### src/rtl/arf132b192e1r1w0cbbehcaa4acw_pkg.sv
// arf132b192e1r1w0cbbehcaa4acw_pkg: shared geometry, request record and occupancy states for the write stage
package arf132b192e1r1w0cbbehcaa4acw_pkg;
    localparam int DWIDTH = 132;
    localparam int DEPTH  = 192;
    localparam int AWIDTH = $clog2(DEPTH);

    typedef struct packed {
        logic [AWIDTH-1:0] addr;
        logic [DWIDTH-1:0] data;
    } wr_req_t;

    typedef enum logic [1:0] {EMPTY, ONE, TWO} occ_t;
endpackage

### src/rtl/arf132b192e1r1w0cbbehcaa4acw_wr_skid.sv
// arf132b192e1r1w0cbbehcaa4acw_wr_skid: 2-entry in-order write buffer; entry 0 is always the head
module arf132b192e1r1w0cbbehcaa4acw_wr_skid
    import arf132b192e1r1w0cbbehcaa4acw_pkg::*;
(
    input  logic    clk,
    input  logic    rst,
    input  logic    push,
    input  logic    pop,
    input  wr_req_t din,
    output occ_t    occ,
    output occ_t    occ_nxt,
    output wr_req_t head,
    output wr_req_t tail,
    output logic    head_vld,
    output logic    tail_vld
);
    wr_req_t e0, e1;

    always_ff @(posedge clk or negedge rst) begin
        if (!rst) occ <= EMPTY;
        else      occ <= occ_nxt;
    end

    always_comb begin
        occ_nxt = occ;
        case (occ)
            EMPTY:   occ_nxt = push ? ONE : EMPTY;
            ONE:     occ_nxt = (push && !pop) ? TWO : (!push && pop) ? EMPTY : ONE;
            default: occ_nxt = (pop && !push) ? ONE : TWO;
        endcase
    end

    // Data storage needs no reset: validity is carried entirely by occ.
    always_ff @(posedge clk) begin
        if (push && (occ == EMPTY || (occ == ONE && pop)))
            e0 <= din;
        else if (pop && occ == TWO)
            e0 <= e1;
        if (push && ((occ == ONE && !pop) || (occ == TWO && pop)))
            e1 <= din;
    end

    assign head     = e0;
    assign tail     = e1;
    assign head_vld = occ != EMPTY;
    assign tail_vld = occ == TWO;
endmodule

### src/rtl/arf132b192e1r1w0cbbehcaa4acw_wr_stage.sv
// arf132b192e1r1w0cbbehcaa4acw_wr_stage: write staging for the 1R1W array with range check, issue regs and RAW bypass
module arf132b192e1r1w0cbbehcaa4acw_wr_stage
    import arf132b192e1r1w0cbbehcaa4acw_pkg::*;
(
    input  logic              clk,
    input  logic              rst,
    input  logic              in_vld,
    output logic              in_rdy,
    input  logic [AWIDTH-1:0] in_addr,
    input  logic [DWIDTH-1:0] in_data,
    input  logic              arr_rdy,
    output logic              out_wen,
    output logic [AWIDTH-1:0] out_waddr,
    output logic [DWIDTH-1:0] out_wdata,
    input  logic [AWIDTH-1:0] rd_addr,
    output logic              byp_hit,
    output logic [DWIDTH-1:0] byp_data,
    output logic              err_oor,
    output logic [7:0]        err_cnt
);
    occ_t    occ, occ_nxt;
    wr_req_t head, tail, req, issue;
    logic    head_vld, tail_vld;
    logic    accept, oor, push, nonempty, pop, sk_push, sk_pop;
    logic    hit_t, hit_h, hit_o;

    assign req      = '{addr: in_addr, data: in_data};
    assign accept   = in_vld && in_rdy;
    assign oor      = in_addr >= AWIDTH'(DEPTH);
    assign push     = accept && !oor;
    assign nonempty = occ != EMPTY;
    assign pop      = arr_rdy && (nonempty || push);
    // An empty buffer with a ready array sends the request straight to the issue regs.
    assign sk_push  = push && (nonempty || !arr_rdy);
    assign sk_pop   = arr_rdy && nonempty;
    assign issue    = nonempty ? head : req;

    arf132b192e1r1w0cbbehcaa4acw_wr_skid u_skid (
        .clk      (clk),
        .rst      (rst),
        .push     (sk_push),
        .pop      (sk_pop),
        .din      (req),
        .occ      (occ),
        .occ_nxt  (occ_nxt),
        .head     (head),
        .tail     (tail),
        .head_vld (head_vld),
        .tail_vld (tail_vld)
    );

    always_ff @(posedge clk or negedge rst) begin
        if (!rst) begin
            in_rdy    <= 1'b0;
            out_wen   <= 1'b0;
            out_waddr <= '0;
            out_wdata <= '0;
            err_oor   <= 1'b0;
            err_cnt   <= '0;
        end else begin
            in_rdy  <= occ_nxt != TWO;
            out_wen <= pop;
            if (pop) begin
                out_waddr <= issue.addr;
                out_wdata <= issue.data;
            end
            err_oor <= accept && oor;
            if (accept && oor && err_cnt != 8'hFF)
                err_cnt <= err_cnt + 8'd1;
        end
    end

    // Youngest pending write wins: buffer tail, then head, then the issue regs.
    always_comb begin
        hit_t    = tail_vld && tail.addr == rd_addr;
        hit_h    = head_vld && head.addr == rd_addr;
        hit_o    = out_wen && out_waddr == rd_addr;
        byp_hit  = hit_t || hit_h || hit_o;
        byp_data = hit_t ? tail.data : hit_h ? head.data : hit_o ? out_wdata : '0;
    end
endmodule

### config.mk
export PLATFORM = sky130hd
export DESIGN_NAME = arf132b192e1r1w0cbbehcaa4acw_wr_stage
export DESIGN_NICKNAME = d
export VERILOG_FILES = /design/src/rtl/arf132b192e1r1w0cbbehcaa4acw_pkg.sv /design/src/rtl/arf132b192e1r1w0cbbehcaa4acw_wr_skid.sv /design/src/rtl/arf132b192e1r1w0cbbehcaa4acw_wr_stage.sv
export SDC_FILE = /design/constraint.sdc
export NUM_CORES = 1
export LEC_CHECK = 0
export CORE_UTILIZATION = 30
export CTS_CLUSTER_DIAMETER = 120
export DETAILED_ROUTE_END_ITERATION = 10
export GPL_TIMING_DRIVEN = 1
export SLEW_MARGIN = 20
export SYNTH_ARGS = -nofsm -noshare
export SYNTH_HDL_FRONTEND = slang
export SYNTH_SLANG_ARGS = --single-unit
export TNS_END_PERCENT = 10
### constraint.sdc
create_clock -name clk -period 17.1 [get_ports clk]
set_clock_uncertainty 0.2 [all_clocks]
set_input_delay 3.42 -clock clk [delete_from_list [all_inputs] [get_ports clk]]
set_output_delay 3.42 -clock clk [all_outputs]
set_load 0.02 [all_outputs]
Word-level counts from Yosys, hierarchy flattened. Cells that the tools add are included.

Register bits after elaboration: 433. Input bits: 152. Output and inout bits: 284. Word-level logic and storage cells: 61.

Add/sub/neg operators: 1. Magnitude comparators: 1. Equality and inequality tests: 7. Mux-type cells: 11. Reduce and logical (&&, ||, !) cells: 30.

Operators with widths (count): 140-bit 2-to-1 mux (3); 132-bit 2-to-1 mux (3); 8-bit == test (3); 1-bit logical AND (17); 8-bit by 1-bit adder with 8-bit output, second input constant (1); 8-bit >= comparator, second input constant (1); 8-bit != test, second input constant (1); 1-bit logical OR (6); 1-bit logical NOT (4); 2-bit 2-to-1 mux (2); 2-bit one-hot mux with 2 select lines (1); 2-bit nonzero test (2); 2-bit by 1-bit == test with 1-bit output, second input constant (1); 2-bit == test, second input constant (1); 2-bit logical NOT (1); 1-bit 2-to-1 mux (2); 2-bit != test, second input constant (1).

Depth between registers and ports, before layout.
Word-level depth: 10. Depth in mapped cells: 11. Gate-level depth less buffers: 7.

Modules after synthesis. Synthesis repeated with hierarchy kept, for this count alone.

Cell total of the unflattened synthesis: 1771. Area, all modules: 20947.6 sq um.

By module, submodules not included: arf132b192e1r1w0cbbehcaa4acw_wr_skid (instances 1, cells each 454, area each 10620.2 sq um, seq. area each 8458.1 sq um); arf132b192e1r1w0cbbehcaa4acw_wr_stage (instances 1, cells each 1317, area each 10327.4 sq um, seq. area each 3778.6 sq um).

Worst setup path after synthesis. OpenSTA, ideal clock, no wires.

Path type: input to register. From: input arr_rdy. To: register u_skid.e1, in the netlist u_skid.tail[0] (enable). Setup time: 0.685 ns. Arrival: 10.630 ns. Data required time: 16.215 ns. Setup slack: 5.584 ns. Cell stages on the path: 2. Path buffers: 0. Path through: or3b_2 a21oi_1.

Word-level cells in the longest chain between the ends: 5. Elaborated cells on any way between the ends: 9. Those cells by class: reduce/logical (9).

Ends and longest elaborated chain: start: declaration (RTL line arf132b192e1r1w0cbbehcaa4acw_wr_stage.sv:11) `input logic arr_rdy,`; 1-bit logical AND (RTL line arf132b192e1r1w0cbbehcaa4acw_wr_stage.sv:35) `assign sk_pop = arr_rdy && nonempty;`; 1-bit logical NOT (RTL line arf132b192e1r1w0cbbehcaa4acw_wr_skid.sv:39) `if (push && ((occ == ONE && !pop) || (occ == TWO && pop)))`; 1-bit logical AND (RTL line arf132b192e1r1w0cbbehcaa4acw_wr_skid.sv:39); 1-bit logical OR (RTL line arf132b192e1r1w0cbbehcaa4acw_wr_skid.sv:39); 1-bit logical AND (*) (RTL line arf132b192e1r1w0cbbehcaa4acw_wr_skid.sv:39); end signal: assignment (RTL line arf132b192e1r1w0cbbehcaa4acw_wr_skid.sv:40) `e1 <= din;`; end: declaration (RTL line arf132b192e1r1w0cbbehcaa4acw_wr_skid.sv:17) `wr_req_t e0, e1;`.

Every way passes the cells marked *; elsewhere a longest branch is shown, timed or not. A chain may end at the register's enable or synchronous reset.

Worst setup path after layout.
From: input rd_addr[1]. To: output byp_data[110].

Word-level cells in the longest chain between the ends: 5. Elaborated cells on any way between the ends: 9. Those cells by class: eq/ne (3); mux (3); reduce/logical (3).

Ends and longest elaborated chain: start: declaration (RTL line arf132b192e1r1w0cbbehcaa4acw_wr_stage.sv:15) `input logic [AWIDTH-1:0] rd_addr,`; 8-bit == test (RTL line arf132b192e1r1w0cbbehcaa4acw_wr_stage.sv:77) `hit_o = out_wen && out_waddr == rd_addr;`; 1-bit logical AND (RTL line arf132b192e1r1w0cbbehcaa4acw_wr_stage.sv:77); 132-bit 2-to-1 mux (2 in series) (RTL line arf132b192e1r1w0cbbehcaa4acw_wr_stage.sv:79) `byp_data = hit_t ? tail.data : hit_h ? head.data : hit_o ? out_wdata : '0;`; 132-bit 2-to-1 mux (*) (RTL line arf132b192e1r1w0cbbehcaa4acw_wr_stage.sv:79); end: declaration (RTL line arf132b192e1r1w0cbbehcaa4acw_wr_stage.sv:17) `output logic [DWIDTH-1:0] byp_data,`.

Marked as above.

==> qor.txt <==
Routability congestion estimate = 0.821
Vias per cell = 5.29
CP Max Fanout = 70
First-pass GRT wire length = 99.6 mm
Worst Hold Class = reg -> reg
Ports = 436
IO Port Bufs = 435
CTS tree = built
Core area = 66200 sq um
Skew-Pair Late Insertion Delay = 0.57 ns
Syn nets = 2064
FFs w/ async S/R, synth = 0.353
Syn. warnings = 0
RSZ-0062 raised after global routing = no
M3 GR Usage = 0.0404
Worst IR Drop VDD = 0.141 mV
Initial DRT Pass Iterations = 6
DPL Wire Length = 39.3 mm
Count of distinct cell types in the synthesized netlist = 33
Cts bufs inserted = 49
Max Clk Rate = 91.3 MHz
H-tree levels = 2
Synth Register Bits = 433
Hold_buf cts = 0
Final worst slack = 6.15 ns
Synthesized area = 20200 sq um
Final std cells w/o fill = 3156
Post-CTS setup buffers = 0
Final period util = 0.641
Cells after Synth = 1909
Arrival time at the worst endpoint = 7.33 ns
Remaining DRCs = 0
Die extent in y = 262 um
Layout area overhead = 32.7%
Util after Layout = 0.405
Post-route minimum period = 10.95 ns
GRT busiest layer = met2
Synthesized area per cell = 10.6 sq um
Max cap viols = 0
Post-route cell area = 26800 sq um
Root buf cell = clkbuf_16
Number of flops mapped to enable cells by yosys = 280
Leakage = 9.37 nW
GRT Util Overall = 0.188
Row count = 94
GR Layer Usage met2 = 0.304
Starting density of the core = 0.305
Clk sinks = 433
Multi-input logic area = 7330 sq um
Share of cells above drive strength 1 = 0.108
Largest net degree at the start of global routing = 195
Fin Setup TNS = 0 ns
DRT Wirelength = 66.5 mm
Chip width = 262 um
Dpl cell area = 25200 sq um
Cells after DPL = 3064
DRT iter0 DRCs = 1285
Initial antenna violation count = 4
WL/cell = 21.1 um
Register area share after synthesis = 0.605
Vias in the first global route = 16500
Startpoint Class = input pin
# resized after CTS = 0
Clock Tree Buf Depth = 3
Outcome = complete, no violations
Pre-CTS setup slack = 6.18 ns
Req. time, crit path = 13.48 ns
Vias = 16700
Fillers = 6286
Worst-Margin Slew = 1.09 ns
PwrDens = 165 nW/um^2
Antenna-violating nets left = 0
Register Area = 12200 sq um
Die Area = 68500 sq um
Final setup fails = 0
Critical path class = in -> out
Main synth FF type = edfxtp_1
CP endpoint kind = primary output
Final Hold Fails = 0
Clk pin slew, worst setup/hold paths = 0.06 ns
GRT met1 Usage = 0.250
Global route total overflow = 0
Nets = 2406
Slew Viols, Final = 0
Slew Limit Headroom = 0.273
## cell usage after synthesis (all sizes together), types with 2 or more instances
cell type / number / area [sq um]
xnor2: 22 / 193
or2: 2 / 12.5
buf: 66 / 342
inv: 2 / 7.51
nor2: 275 / 1030
nor3: 3 / 25.0
edfxtp: 280 / 8410
and3: 2 / 12.5
nand2b: 2 / 12.5
a31oi: 272 / 1700
xor2: 10 / 87.6
clkbuf: 100 / 375
ha: 3 / 37.5
mux2: 141 / 1590
nand4: 5 / 31.3
nand2: 290 / 1090
o21a: 2 / 15.0
dfrtp: 153 / 3830
nand3: 268 / 1340
## metal layers
layer / part of all wire / vias up
met5: 0.00060 / -
met4: 0.024 / 6
met3: 0.071 / 108
met2: 0.47 / 712
met1: 0.43 / 8273
li1: - / 7607
## sequential cells by signal, indices dropped and copies added, names as in the netlist
name / flops
out_wdata: 132
out_waddr: 8
u_skid.tail: 140
err_oor: 1
in_rdy: 1
u_skid.occ: 2
u_skid.head: 140
out_wen: 1
err_cnt: 8
## logic make-up after synthesis
logic type	Yosys count	synth area share
fa+ha+maj	3	0.00186
xor+xnor	32	0.0139
compound gates	279	0.0869
simple gates	853	0.178
flops	433	0.605
buf+inv	168	0.0358
mux	141	0.0785
## final timing paths
check,start,to,slack (ns),depth (start not counted)
max,rd_addr[1],byp_data[110],6.15,9
min,err_cnt[6],err_cnt[6],0.29,1
max reg2reg,u_skid.occ[1],out_wdata[117],13.69,6
min reg2reg,err_cnt[6],err_cnt[6],0.29,1
max in group asynchronous,rst,out_wdata[120],12.77,2
min in group asynchronous,rst,out_wdata[61],2.62,1
## where the power goes
group,switching [W],internal [W]
clock,0.000426,0.000645
combinational,0.000998,0.000633
sequential,0.000237,0.00148
total,0.00166,0.00276
## worst max-delay path, stage by stage
cell and delay [ns]:
clkdlybuf4s50_1 0.57, xnor2_1 0.16, nand4_1 0.19, nor2_4 0.14
buf_4 0.67, buf_4 0.88, nand3_1 0.18, a31oi_1 0.27
clkdlybuf4s50_1 0.64
## area by class of cell
cell class	count	area share
multi-input combinational	1308	0.273
antenna	3	0.000280
timing repair buffer	457	0.170
inverter	2	0.000280
clock buffer	72	0.0511
clock inverter	17	0.00900
tap	864	0.0403
sequential	433	0.456
## metrics by stage
stage	hold WS (ns)	power, W
3_3_place_gp	0.283	0.00334
5_1_grt	0.308	0.00465
4_1_cts	0.293	0.00446
6_report	0.293	0.00442
2_1_floorplan	0.313	0.00265
3_5_place_dp	0.281	0.00337
## cell usage in the layout, fill, tap and decap left out, drive strengths merged
| master | n |
|---|---|
| edfxtp | 280 |
| clkbuf | 72 |
| bufinv | 6 |
| a21o | 1 |
| or2 | 2 |
| xnor2 | 22 |
| xor2 | 10 |
| buf | 23 |
| clkdlybuf4s50 | 434 |
| clkinvlp | 1 |
| ha | 3 |
| nand3 | 268 |
| a21boi | 1 |
| and4 | 1 |
| a31oi | 272 |
| dfrtp | 153 |
| clkinv | 10 |
| and3 | 2 |
| nand3b | 1 |
| o21a | 2 |
| or3 | 1 |
| nand2 | 290 |
| a311oi | 1 |
| mux2 | 141 |
| a21oi | 1 |
| or3b | 1 |
| nor3 | 3 |
| inv | 2 |
| o21ai | 1 |
| nor2 | 275 |
| diode | 3 |
| nor4 | 1 |
| nor2b | 1 |
| nand4 | 5 |
| nand2b | 2 |
(Power assumes the default switching activity.)
